$ cat src/rtl/tact_event.sv
// Multi-channel tactile switch event generator: synchronise, startup-mask and
// debounce raw pins on the Frame tick, then emit press/release/long/repeat pulses.
module tact_chan #(
  parameter int DEBOUNCE_FRAMES = 3,
  parameter int LONG_FRAMES     = 60,
  parameter int REPEAT_FRAMES   = 8
) (
  input  logic clk,
  input  logic rst,
  input  logic tick,
  input  logic sample,
  input  logic repeat_en,
  output logic push,
  output logic rel,
  output logic long_push,
  output logic rpt,
  output logic held
);
  localparam int DW = $clog2(DEBOUNCE_FRAMES + 1);
  localparam int HW = $clog2(LONG_FRAMES + 1);
  localparam int RW = $clog2(REPEAT_FRAMES + 1);

  typedef enum logic [1:0] {IDLE, PRESSED, LONG} state_t;

  state_t          state;
  logic            db;
  logic [DW-1:0]   dcnt;
  logic [HW-1:0]   hcnt;
  logic [RW-1:0]   rcnt;
  logic            flip;

  assign flip = tick && (sample != db) && (dcnt == DW'(DEBOUNCE_FRAMES - 1));

  always_ff @(posedge clk or posedge rst) begin
    if (rst) begin
      state     <= IDLE;
      db        <= 1'b0;
      dcnt      <= '0;
      hcnt      <= '0;
      rcnt      <= '0;
      push      <= 1'b0;
      rel       <= 1'b0;
      long_push <= 1'b0;
      rpt       <= 1'b0;
      held      <= 1'b0;
    end else begin
      push      <= 1'b0;
      rel       <= 1'b0;
      long_push <= 1'b0;
      rpt       <= 1'b0;
      if (tick) begin
        if (sample == db)  dcnt <= '0;
        else if (flip) begin
          dcnt <= '0;
          db   <= sample;
        end else           dcnt <= dcnt + 1'b1;

        // a completing release wins over LongPush/Repeat on the same tick
        case (state)
          IDLE: if (flip && sample) begin
            state <= PRESSED;
            push  <= 1'b1;
            held  <= 1'b1;
            hcnt  <= '0;
          end
          PRESSED: if (flip && !sample) begin
            state <= IDLE;
            rel   <= 1'b1;
            held  <= 1'b0;
          end else if (hcnt == HW'(LONG_FRAMES - 1)) begin
            state     <= LONG;
            long_push <= 1'b1;
            hcnt      <= hcnt + 1'b1;
            rcnt      <= '0;
          end else hcnt <= hcnt + 1'b1;
          LONG: if (flip && !sample) begin
            state <= IDLE;
            rel   <= 1'b1;
            held  <= 1'b0;
          end else if (rcnt == RW'(REPEAT_FRAMES - 1)) begin
            rcnt <= '0;
            rpt  <= repeat_en;
          end else rcnt <= rcnt + 1'b1;
          default: state <= IDLE;
        endcase
      end
    end
  end
endmodule

module tact_event #(
  parameter int NUM_TACT        = 4,
  parameter int ACTIVE_LOW      = 1,
  parameter int STARTUP_FRAMES  = 16,
  parameter int DEBOUNCE_FRAMES = 3,
  parameter int LONG_FRAMES     = 60,
  parameter int REPEAT_FRAMES   = 8
) (
  input  logic                Clock,
  input  logic                Reset,
  input  logic                Frame,
  input  logic [NUM_TACT-1:0] Tact,
  input  logic [NUM_TACT-1:0] RepeatEn,
  output logic [NUM_TACT-1:0] Push,
  output logic [NUM_TACT-1:0] Release,
  output logic [NUM_TACT-1:0] LongPush,
  output logic [NUM_TACT-1:0] Repeat,
  output logic [NUM_TACT-1:0] Held
);
  localparam int   SW      = $clog2(STARTUP_FRAMES + 1);
  localparam logic REL_LVL = (ACTIVE_LOW != 0);

  logic [NUM_TACT-1:0] sync1, sync2, pressed;
  logic [SW-1:0]       scnt;
  logic                tick;

  always_ff @(posedge Clock or posedge Reset) begin
    if (Reset) begin
      sync1 <= {NUM_TACT{REL_LVL}};
      sync2 <= {NUM_TACT{REL_LVL}};
      scnt  <= '0;
    end else begin
      sync1 <= Tact;
      sync2 <= sync1;
      if (Frame && scnt != SW'(STARTUP_FRAMES)) scnt <= scnt + 1'b1;
    end
  end

  // the tick that saturates the startup count sees scnt one short, so it is masked
  assign tick    = Frame && (scnt == SW'(STARTUP_FRAMES));
  assign pressed = sync2 ^ {NUM_TACT{REL_LVL}};

  for (genvar i = 0; i < NUM_TACT; i++) begin : g_ch
    tact_chan #(
      .DEBOUNCE_FRAMES(DEBOUNCE_FRAMES),
      .LONG_FRAMES    (LONG_FRAMES),
      .REPEAT_FRAMES  (REPEAT_FRAMES)
    ) u_ch (
      .clk      (Clock),
      .rst      (Reset),
      .tick     (tick),
      .sample   (pressed[i]),
      .repeat_en(RepeatEn[i]),
      .push     (Push[i]),
      .rel      (Release[i]),
      .long_push(LongPush[i]),
      .rpt      (Repeat[i]),
      .held     (Held[i])
    );
  end
endmodule

$ cat config.mk
export PLATFORM = sky130hd
export DESIGN_NAME = tact_event
export DESIGN_NICKNAME = d
export VERILOG_FILES = /design/src/rtl/tact_event.sv
export SDC_FILE = /design/constraint.sdc
export NUM_CORES = 1
export LEC_CHECK = 0
export CORE_MARGIN = 4
export CORE_UTILIZATION = 54
export CTS_CLUSTER_DIAMETER = 150
export DETAILED_ROUTE_END_ITERATION = 8
export MAX_ROUTING_LAYER = met4
export PLACE_DENSITY_LB_ADDON = 0.3
export SYNTH_ARGS = -nofsm -noshare
export SYNTH_HDL_FRONTEND = slang
export SYNTH_SLANG_ARGS = --single-unit
$ cat constraint.sdc
create_clock -name Clock -period 3.1 [get_ports Clock]
set_input_delay 0.62 -clock Clock [delete_from_list [all_inputs] [get_ports Clock]]
set_output_delay 0.62 -clock Clock [all_outputs]
set_load 0.01 [all_outputs]
==> results.md, run 1 <==
- Slew of the pin with the lowest slew margin: 0.6825 ns
- Synthesis-stage register bit count: 93
- Clk buf depth: 2
- FILL cells: 858
- Pre-CTS setup slack: 0.5742 ns
- Buf+Inv Stages, Crit Path: 2
- Final wirelength: 10,120 um
- Worst path slowest cell: and4bb_1
- Post-DP HPWL: 7162 um
- Skew-Pair Late Insertion Delay: 0.36 ns
- Boundary Pins: 31
- Hold crit path type: reg2reg
- Post-synth top area share: 39.65%
- Top Family by Delay on Critical Path: simple AND/OR/NAND/NOR gates
- CTS clk-pin slew, worst paths: 0.09 ns
- Die X: 107.7 um
- Fmax: 437.7 MHz
- Sequential element share of the synthesized area: 43.56%
- Crit Path Class: reg2reg
- Final Max Tran Viols: 0
- Final setup TNS: 0 ns
- RSZ-0062 raised after global routing: false
- FF/Latch Area: 2337 sq um
- Final ANT Viol Nets: 0
- Cell Count, Final, Fillers Out: 678
- Mapped Nets: 567
- Worst Path Required: 3.37 ns
- Post-synth top area cell: dfrtp_1
- Synth Instances: 534
- Largest net degree at the start of global routing: 54
- First-pass DRT Iterations: 4
- Share of cells above drive strength 1: 11.19%
- YS warnings: 0
- Status: finished, final reports clean
- Utilization after layout: 59.81%
- Max cap viols: 0
- NumNets Final: 573
- Total track usage: 19.05%
- RePlAce Congestion: 0.8443
- DR WL/cell: 14.92 um
- Post-synth ARST share: 100.0%
- Slew Limit Headroom: 54.50%
- CTS tree: done
- Crit. End Element: flop
- CTS Buf Count: 9
- Port bufs: 30
- DIE AREA: 11,590 sq um
- Area growth, synth to finish: 8.465%
- Drt drc: 0
- Chip Height: 107.7 um
- Antenna diode count: 0
- Dpl cells: 662
- Post-cts sizing count: 0
- Vias/cell: 5.836
- Final worst slack: 0.8153 ns
- Cells along the critical path: inv_1 > ha_1 > and4bb_1 > buf_4 > o2111ai_1 > and2_4 > o311ai_2
- Main area contributors after synthesis: dfrtp_1 40%, ha_1 5.1%, dfstp_2 3.9%, nand3_1 3.8%, buf_4 3.2%
- Std-Cell Rows: 36
- Root Buffer: clkbuf_8
- Total setup buffers inserted after CTS: 0
- CP Launch Type: flop
- Maximum vdd drop: 287.6 uV
- Post-synth EDFFs: 0
- Vias: 3,957
- Final Total Pwr: 2.764 mW
- Critical Path Max Stage Delay: 0.48 ns
- Worst Skew: 0.008808 ns
- Synth cell count leaders: 85 x dfrtp_1, 41 x nand3_1, 40 x inv_1, 40 x nand2_1, 23 x buf_4
- Initial Utilization: 55.14%
- Vias in the first global route: 3,806
- Initial antenna violation count: 0
- GR Overflow Total: 0
- # setup viols final: 0
- Critical Path AT: 2.55 ns
- PwrDens: 475.0 nW/um^2
- Core ar.: 9729 sq um
- Main flop type after synthesis: dfrtp_1
- Clock sink total: 93
- First-pass GRT wire length: 17,550 um
- Tcrit/Tclk final: 73.70%
- Footprint of the multi-input gates: 2609 sq um
- Crit-path max FO: 9
- Leak Pwr: 2.426 nW
- Number of DRC markers in iteration 0: 174
- CTS H-tree depth: 3
- Netlist cell types: 83
- Hold-fix buffers, CTS: 0
- Count leader, synth: dfrtp_1
- Syn avg cell area: 10.05 sq um
- Fin. Hold Viols: 0
- Final min period: 2.285 ns
- Post-Syn Area: 5365 sq um
## flip-flops by register name, summed over array words and instances (netlist names)
signal,count
g_ch.u_ch.state,8
sync2,4
g_ch.u_ch.rel,4
g_ch.u_ch.rcnt,16
scnt,5
g_ch.u_ch.hcnt,24
g_ch.u_ch.dcnt,8
g_ch.u_ch.rpt,4
g_ch.u_ch.push,4
sync1,4
g_ch.u_ch.held,4
g_ch.u_ch.db,4
g_ch.u_ch.long_push,4
## metrics by stage
stage / hold WS (ns) / area [sq um]
3_5_place_dp: 0.3468 / 5627
4_1_cts: 0.3508 / 5819
2_1_floorplan: 0.3452 / 5365
5_1_grt: 0.3573 / 5819
6_report: 0.3508 / 5819
3_3_place_gp: 0.3457 / 5627
## cells by family (layout without fill, tap and decap cells)
family	Yosys count	in the layout	share of synthesized area [%]
compound gates	122	122	17.91
xor+xnor	8	8	1.306
fa+ha+maj	22	22	5.131
buf+inv	82	93	7.812
flops	93	93	43.56
mux	10	10	2.052
simple gates	197	197	22.22
## cells in the final DEF (no fill, tap or decap), types with 11 or more instances in the layout
cell | Yosys | final
nand2_1 | 40 | 40
clkdlybuf4s50_1 | 0 | 30
dfrtp_1 | 85 | 85
inv_1 | 40 | 39
nor3_1 | 11 | 11
ha_1 | 22 | 22
o21ai_0 | 21 | 21
nand3_1 | 41 | 41
nor2_1 | 13 | 13
a21oi_1 | 12 | 12
o21ai_1 | 11 | 11
nand2b_1 | 12 | 12
## final timing paths
check,from,to,slack [ns],cells after the start
max in group asynchronous,Reset,sync2[0],1.70,3
max,scnt[0],g_ch[3].u_ch.hcnt[4],0.82,7
min,sync1[2],sync2[2],0.35,0
min reg2reg,sync1[2],sync2[2],0.35,0
min in group asynchronous,Reset,g_ch[3].u_ch.state[0],0.72,2
max reg2reg,scnt[0],g_ch[3].u_ch.hcnt[4],0.82,7
## layer usage
layer	up-vias	wire length (um)	global-route usage (%)
met1	1919	4881	24.87
met4	0	76	4.238
met2	70	4793	30.82
li1	1963	-	-
met5	-	0	-
met3	5	365	4.079
## cell type report
cell class,count,share of cell area (%)
Clock buffer,12,2.494
Clock inverter,4,0.8170
Inverter,41,2.688
Multi-Input combinational cell,359,44.83
Sequential cell,93,40.16
Tap cell,133,2.860
Timing Repair Buffer,36,6.149
## worst register-to-register path, cell delays in order, from the launching register on
cell and delay [ns]:
dfrtp_1 0.42, inv_1 0.08, ha_1 0.17, and4bb_1 0.48, buf_4 0.28, o2111ai_1 0.25
and2_4 0.27, o311ai_2 0.25
## power by group
group / leakage [nW] / switching (mW) / internal, mW
clock: 0.0964 / 0.409 / 0.393
combinational: 1.18 / 0.288 / 0.222
sequential: 1.15 / 0.127 / 1.33
total: 2.43 / 0.824 / 1.94
Note: power is estimated with default switching activity, not from simulation.
==> inputs of run 2 (changes only) <==
- clock period: 3.1 -> 1.93 ns (I/O delays scaled with it)
==> run 2 against run 1 <==
- sequential share of layout area shrank 3.2 points
- clock skew grew 0.00057 ns
- core utilization up 5.2 points
- register-to-register slack worse by 0.77 ns
- hold slack improved by 0.0097 ns
- cell count up 7.1%
- worst setup slack got worse by 0.77 ns
- non-clock buffer count rose by 48
- fmax rose by 22%
- critical endpoint is now g_ch[0].u_ch.hcnt[4]
- critical path type unchanged
==> results.md, run 2 (same netlist as run 1, synthesis figures left out) <==
- Crit. End Element: flop
- Critical Path AT: 2.16 ns (-0.39 ns)
- Vias in the first global route: 4,093 (+7.5%)
- Final worst slack: 0.05009 ns (-0.7652 ns)
- R2r worst-path depth: 7 (unchanged)
- Initial Utilization: 55.14% (unchanged)
- FILL cells: 774 (-9.8%)
- CTS H-tree depth: 3 (unchanged)
- DR WL/cell: 15.04 um (+0.79%)
- Biggest register: g_ch.u_ch.hcnt
- Maximum vdd drop: 414.8 uV (+44%)
- Fin. Hold Viols: 0 (unchanged)
- Share of cells above drive strength 1: 21.59% (+10 points)
- CP startpoint: scnt[1]
- Met2 wire length: 5368 um (+12%)
- FF/Latch Area: 2337 sq um (unchanged)
- Final min period: 1.880 ns (-0.4048 ns)
- Slew of the pin with the lowest slew margin: 0.4834 ns (-0.1990 ns)
- Slew Limit Headroom: 67.77% (+13 points)
- Std-Cell Rows: 36 (unchanged)
- # setup viols final: 0 (unchanged)
- Hold_ws: 0.3604 ns (+0.009682 ns)
- Worst Skew: 0.009382 ns (+0.0005744 ns)
- Crit-path max FO: 6 (-3)
- GR Overflow Total: 0 (unchanged)
- Skew-Pair Late Insertion Delay: 0.38 ns (+0.02 ns)
- Antenna diode count: 0 (unchanged)
- PwrDens: 754.6 nW/um^2 (+59%)
- Drt drc: 0 (unchanged)
- First-pass GRT wire length: 18,480 um (+5.3%)
- First-pass DRT Iterations: 4 (unchanged)
- Worst Setup EP: g_ch[0].u_ch.hcnt[4]
- Core ar.: 9729 sq um (unchanged)
- Critical Path Max Stage Delay: 0.41 ns (-0.07 ns)
- Max reg flops: 24 (unchanged)
- Total track usage: 20.49% (+1.4 points)
- Utilization after layout: 65.06% (+5.2 points)
- Reg-to-Reg Start: scnt[1]
- Worst Path Required: 2.21 ns (-1.16 ns)
- Reg2Reg Setup Slack: 0.05 ns (-0.77 ns)
- Clk buf depth: 2 (unchanged)
- Max cap viols: 0 (unchanged)
- Root Buffer: clkbuf_8
- Die X: 107.7 um (unchanged)
- DIE AREA: 11,590 sq um (unchanged)
- Clock sink total: 93 (unchanged)
- Int Power: 3.359 mW (+73%)
- Chip Height: 107.7 um (unchanged)
- Largest net degree at the start of global routing: 94 (+74%)
- Area growth, synth to finish: 17.98%
- Vias/cell: 5.840 (about the same)
- Switch share: 29.67% (-0.12 points)
- Flop pwr share: 48.7% (-3.8 points)
- Largest regs: g_ch.u_ch.hcnt x24, g_ch.u_ch.rcnt x16
- NumNets Final: 621 (+8.4%)
- Logic gate share of total power: 20.4% (+1.9 points)
- Final Max Tran Viols: 0 (unchanged)
- Cells along the critical path: inv_1 > ha_2 > and4bb_2 > buf_6 > o2111ai_2 > and2_4 > o311ai_2
- Port bufs: 30 (unchanged)
- Pre-CTS setup slack: -0.1501 ns (-0.7243 ns)
- RePlAce Congestion: 0.9031 (+7.0%)
- CTS Buf Count: 9 (unchanged)
- Reg2reg end: g_ch[0].u_ch.hcnt[4]
- Boundary Pins: 31 (unchanged)
- Leak Pwr: 2.683 nW (+11%)
- Most frequent cells in the layout: 85 x dfrtp_1, 51 x buf_4, 41 x nand3_1
- Final wirelength: 10,920 um (+7.9%)
- Status: finished, final reports clean
- Post-DP HPWL: 7737 um (+8.0%)
- Top Layer Used: met4
- Clock power frac: 31.0% (+2.0 points)
- Most common cell after layout, fill and taps aside: dfrtp_1
- Metal1 wirelength: 4966 um (+1.7%)
- Final Total Pwr: 4.777 mW (+73%)
- Crit Path Class: reg2reg
- Worst path slowest cell: dfrtp_1
- Footprint of the multi-input gates: 2719 sq um (+4.2%)
- CP Launch Type: flop
- Tcrit/Tclk final: 97.40% (+24 points)
- Switching power of the nets: 1.417 mW (+72%)
- Number of DRC markers in iteration 0: 285 (+64%)
- CTS clk-pin slew, worst paths: 0.09 ns (about the same)
- Vias: 4,240 (+7.2%)
- Final ANT Viol Nets: 0 (unchanged)
- Hold crit path type: reg2reg
- Fmax: 531.9 MHz (+22%)
- CTS tree: done
- RSZ-0062 raised after global routing: true
- DR WL met3: 395 um (+8.2%)
- Initial antenna violation count: 0 (unchanged)
-- run 2: changes by cell type in the layout (fill, tap and decap cells not counted), moves of 2 or more --
cell     delta
buf_6       +2
or2_1       -2
o41ai_2     +2
ha_2        +5
buf_4      +46
o31ai_2     +3
o31ai_1     -3
ha_1        -6
or2_4       +2
o41ai_1     -2
-- run 2: area by class of cell --
type                            count  share of cell area [%]
Multi-Input combinational cell    359                   42.95
Clock inverter                      5                   1.305
Clock buffer                       11                   2.234
Timing Repair Buffer               84                   11.46
Inverter                           41                   2.491
Sequential cell                    93                   36.92
Tap cell                          133                   2.629
-- run 2: how the worst min path moves through the flow --
stage	start	endpoint	slack, ns	depth (start not counted)
floorplan	sync1[0]	sync2[0]	0.35	0
detailed placement	sync1[2]	sync2[2]	0.35	0
CTS	sync1[0]	sync2[0]	0.36	0
finish	sync1[0]	sync2[0]	0.36	0
global placement	sync1[1]	sync2[1]	0.35	0
global route	sync1[0]	sync2[0]	0.36	0
-- run 2: repair_timing --
item                       4_1_cts  5_1_grt
setup buffers                    0        3
setup endpoints to repair        0       27
gates resized for setup          0       25
hold endpoints to repair         0        0
hold buffers                     0        0
-- run 2: routing by layer --
layer  vias to the layer above  global-route usage [%]
met5                         -                       -
met1                      2085                   25.16
met2                        85                   33.84
met3                        17                   3.959
li1                       2053                       -
met4                         0                   7.484
-- run 2: stage by stage --
stage | setup TNS [ns] | area, sq um | cells
after floorplan | 0 | 5369 | 534
after global placement | -1.032 | 5966 | 707
after detailed placement | -2.200 | 5966 | 707
after CTS | 0 | 6190 | 723
after global routing | -0.2017 | 6330 | 726
final | 0 | 6330 | 726
-- run 2: critical path, delay by kind of cell, from the launching register on --
| kind | cells | cell delay (ns) |
|---|---|---|
| AO/OA/AOI/OAI | 2 | 0.42 |
| adder cells (fa/ha/maj) | 1 | 0.18 |
| buffers and inverters | 2 | 0.24 |
| flip-flops | 1 | 0.41 |
| AND/OR/NAND/NOR | 2 | 0.53 |
-- run 2: power groups by stage --
stage	combinational, mW	clock, mW	sequential [mW]
final	0.972	1.48	2.32
after global routing	1.08	1.59	2.35
after CTS	0.932	1.51	2.32
after detailed placement	0.925	0	2.36
after global placement	0.882	0	2.35
after floorplan	0.665	0	2.31
==> inputs of run 3 (changes only) <==
==> constraint.sdc (replaced) <==
create_clock -name Clock -period 1.93 [get_ports Clock]
set_input_delay 0.2895 -clock Clock [delete_from_list [all_inputs] [get_ports Clock]]
set_output_delay 0.2895 -clock Clock [all_outputs]
set_load 0.01 [all_outputs]
==> run 3 against run 2 <==
- sequential cell count unchanged
- clock power down 11%
- via count down 0.52%
- worst setup slack better by 0.021 ns
==> results.md, run 3 (same netlist as run 1, synthesis figures left out) <==
- Switching power of the nets: 1.388 mW (-2.1%)
- Worst Path Required: 2.19 ns (-0.02 ns)
- Largest net degree at the start of global routing: 94 (unchanged)
- Vias in the first global route: 4,128 (+0.86%)
- RSZ-0062 raised after global routing: true
- Post-route cell area: 6203 sq um (-2.0%)
- Most common cell after layout, fill and taps aside: dfrtp_1
- Switch share: 30.14% (+0.46 points)
- Fmax: 538.0 MHz (+1.1%)
- Clock power frac: 28.4% (-2.6 points)
- CTS tree: done
- Initial Utilization: 55.14% (unchanged)
- Tcrit/Tclk final: 96.31% (-1.1 points)
- Worst Skew: 0.009780 ns (+0.0003972 ns)
- Chip Height: 107.7 um (unchanged)
- Max reg flops: 24 (unchanged)
- Hold-fix buffers, CTS: 0 (unchanged)
- Critical Path Max Stage Delay: 0.39 ns (-0.02 ns)
- Crit. End Element: flop
- First-pass DRT Iterations: 5 (+1)
- Top Family by Delay on Critical Path: simple AND/OR/NAND/NOR gates
- Largest regs: g_ch.u_ch.hcnt x24, g_ch.u_ch.rcnt x16
- Reg2Reg Setup Slack: 0.07 ns (+0.02 ns)
- Int Power: 3.217 mW (-4.2%)
- RePlAce Congestion: 0.8997 (-0.38%)
- Total track usage: 20.34% (-0.16 points)
- FILL cells: 821 (+6.1%)
- Slew Limit Headroom: 68.62% (+0.85 points)
- Clk buf depth: 2 (unchanged)
- CTS H-tree depth: 3 (unchanged)
- Maximum vdd drop: 524.6 uV (+26%)
- PwrDens: 742.3 nW/um^2 (-1.6%)
- Cells along the critical path: inv_1 > ha_2 > and4bb_2 > buf_6 > nand3_2 > or2_4 > mux2_1
- Final min period: 1.859 ns (-0.02121 ns)
- Drt drc: 0 (unchanged)
- NumNets Final: 613 (-1.3%)
- Max cap viols: 0 (unchanged)
- # setup viols final: 0 (unchanged)
- Vias/cell: 5.875 (+0.59%)
- Area growth, synth to finish: 15.62%
- Skew-Pair Late Insertion Delay: 0.37 ns (about the same)
- Final setup TNS: 0 ns (unchanged)
- Worst path slowest cell: dfrtp_1
- CP Launch Type: flop
- Final ANT Viol Nets: 0 (unchanged)
- Final wirelength: 10,840 um (-0.75%)
- Boundary Pins: 31 (unchanged)
- Core ar.: 9729 sq um (unchanged)
- Final Max Tran Viols: 0 (unchanged)
- Die X: 107.7 um (unchanged)
- Slew of the pin with the lowest slew margin: 0.4707 ns (-0.01272 ns)
- Initial antenna violation count: 0 (unchanged)
- Share of cells above drive strength 1: 18.97% (-2.6 points)
- Vias: 4,218 (-0.52%)
- CTS Buf Count: 9 (unchanged)
- CTS clk-pin slew, worst paths: 0.09 ns (about the same)
- Hold EP: sync1[0]
- Leak Pwr: 2.605 nW (-2.9%)
- Crit-path max FO: 4 (-2)
- Number of DRC markers in iteration 0: 239 (-16%)
- Most frequent cells in the layout: 85 x dfrtp_1, 43 x buf_4, 41 x nand3_1
- R2r worst-path depth: 7 (unchanged)
- Placed cell area: 5913 sq um (-0.88%)
- Fin. Hold Viols: 0 (unchanged)
- GR Overflow Total: 0 (unchanged)
- Post-DP HPWL: 7734 um (about the same)
- Reg-to-Reg Start: scnt[0]
- DR WL/cell: 15.09 um (+0.35%)
- Root Buffer: clkbuf_8
- Logic gate share of total power: 21.1% (+0.7 points)
- Reg2reg end: g_ch[2].u_ch.rcnt[0]
- Status: finished, final reports clean
- Hold crit path type: in2reg
- Biggest register: g_ch.u_ch.hcnt
- DIE AREA: 11,590 sq um (unchanged)
- First-pass GRT wire length: 18,440 um (-0.19%)
- Hold Crit Depth: 1 (+1)
- Port bufs: 30 (unchanged)
- Flop pwr share: 50.5% (+1.8 points)
- Critical Path AT: 2.12 ns (-0.04 ns)
- Clock sink total: 93 (unchanged)
- Antenna diode count: 0 (unchanged)
- Std-Cell Rows: 36 (unchanged)
- Hold_sp: Tact[0]
- Buf+Inv Stages, Crit Path: 2 (unchanged)
- Crit Path Class: reg2reg
## run 3: layout make-up
type	count	area, sq um	share of cell area (%)
well taps	133	166.4	2.683
multi-input cells	359	2684	43.26
inverters	41	157.7	2.541
repair buffers	76	665.6	10.73
clock buffers	12	145.1	2.340
clock inverters	4	47.55	0.7664
flip-flops and latches	93	2337	37.68
## run 3: repair_timing
| action | 4_1_cts | 5_1_grt |
|---|---|---|
| endpoints found under the setup margin | 0 | 19 |
| setup buffers | 0 | 2 |
| resized for setup | 0 | 17 |
## run 3: through the flow
step	power, mW	instances	util, %	setup WS [ns]	hold WS [ns]
detailed placement	3.271	700	60.78	-0.08180	0.3501
finish	4.605	718	63.76	0.07129	0.3102
CTS	4.590	716	62.76	0.01942	0.2972
floorplan	2.976	534	-	0.1037	0.2940
global placement	3.219	700	60.78	-0.01438	0.3458
global route	4.878	718	63.76	-0.05723	0.2845
## run 3: how the worst max path moves through the flow
stage	cells after the start	slack [ns]	from	endpoint
floorplan	8	0.10	scnt[0]	g_ch[3].u_ch.rcnt[0]
global placement	6	-0.01	Frame	g_ch[0].u_ch.hcnt[3]
detailed placement	6	-0.08	Frame	g_ch[0].u_ch.hcnt[3]
CTS	7	0.02	scnt[1]	g_ch[2].u_ch.rcnt[0]
global route	7	-0.06	scnt[0]	g_ch[2].u_ch.hcnt[4]
finish	7	0.07	scnt[0]	g_ch[2].u_ch.rcnt[0]
## run 3: routing by layer
| metal | global-route usage [%] | vias up | routed length, um |
|---|---|---|---|
| li1 | - | 2039 | - |
| met1 | 24.54 | 2082 | 4717 |
| met3 | 4.799 | 20 | 419 |
| met5 | - | - | 0 |
| met2 | 33.66 | 77 | 5437 |
| met4 | 6.943 | 0 | 263 |
## run 3: power by group through the flow
stage | clock network [mW] | logic (mW) | registers (mW)
3_3_place_gp | 0 | 0.873 | 2.35
3_5_place_dp | 0 | 0.913 | 2.36
5_1_grt | 1.44 | 1.08 | 2.36
6_report | 1.31 | 0.970 | 2.33
2_1_floorplan | 0 | 0.665 | 2.31
4_1_cts | 1.35 | 0.922 | 2.32
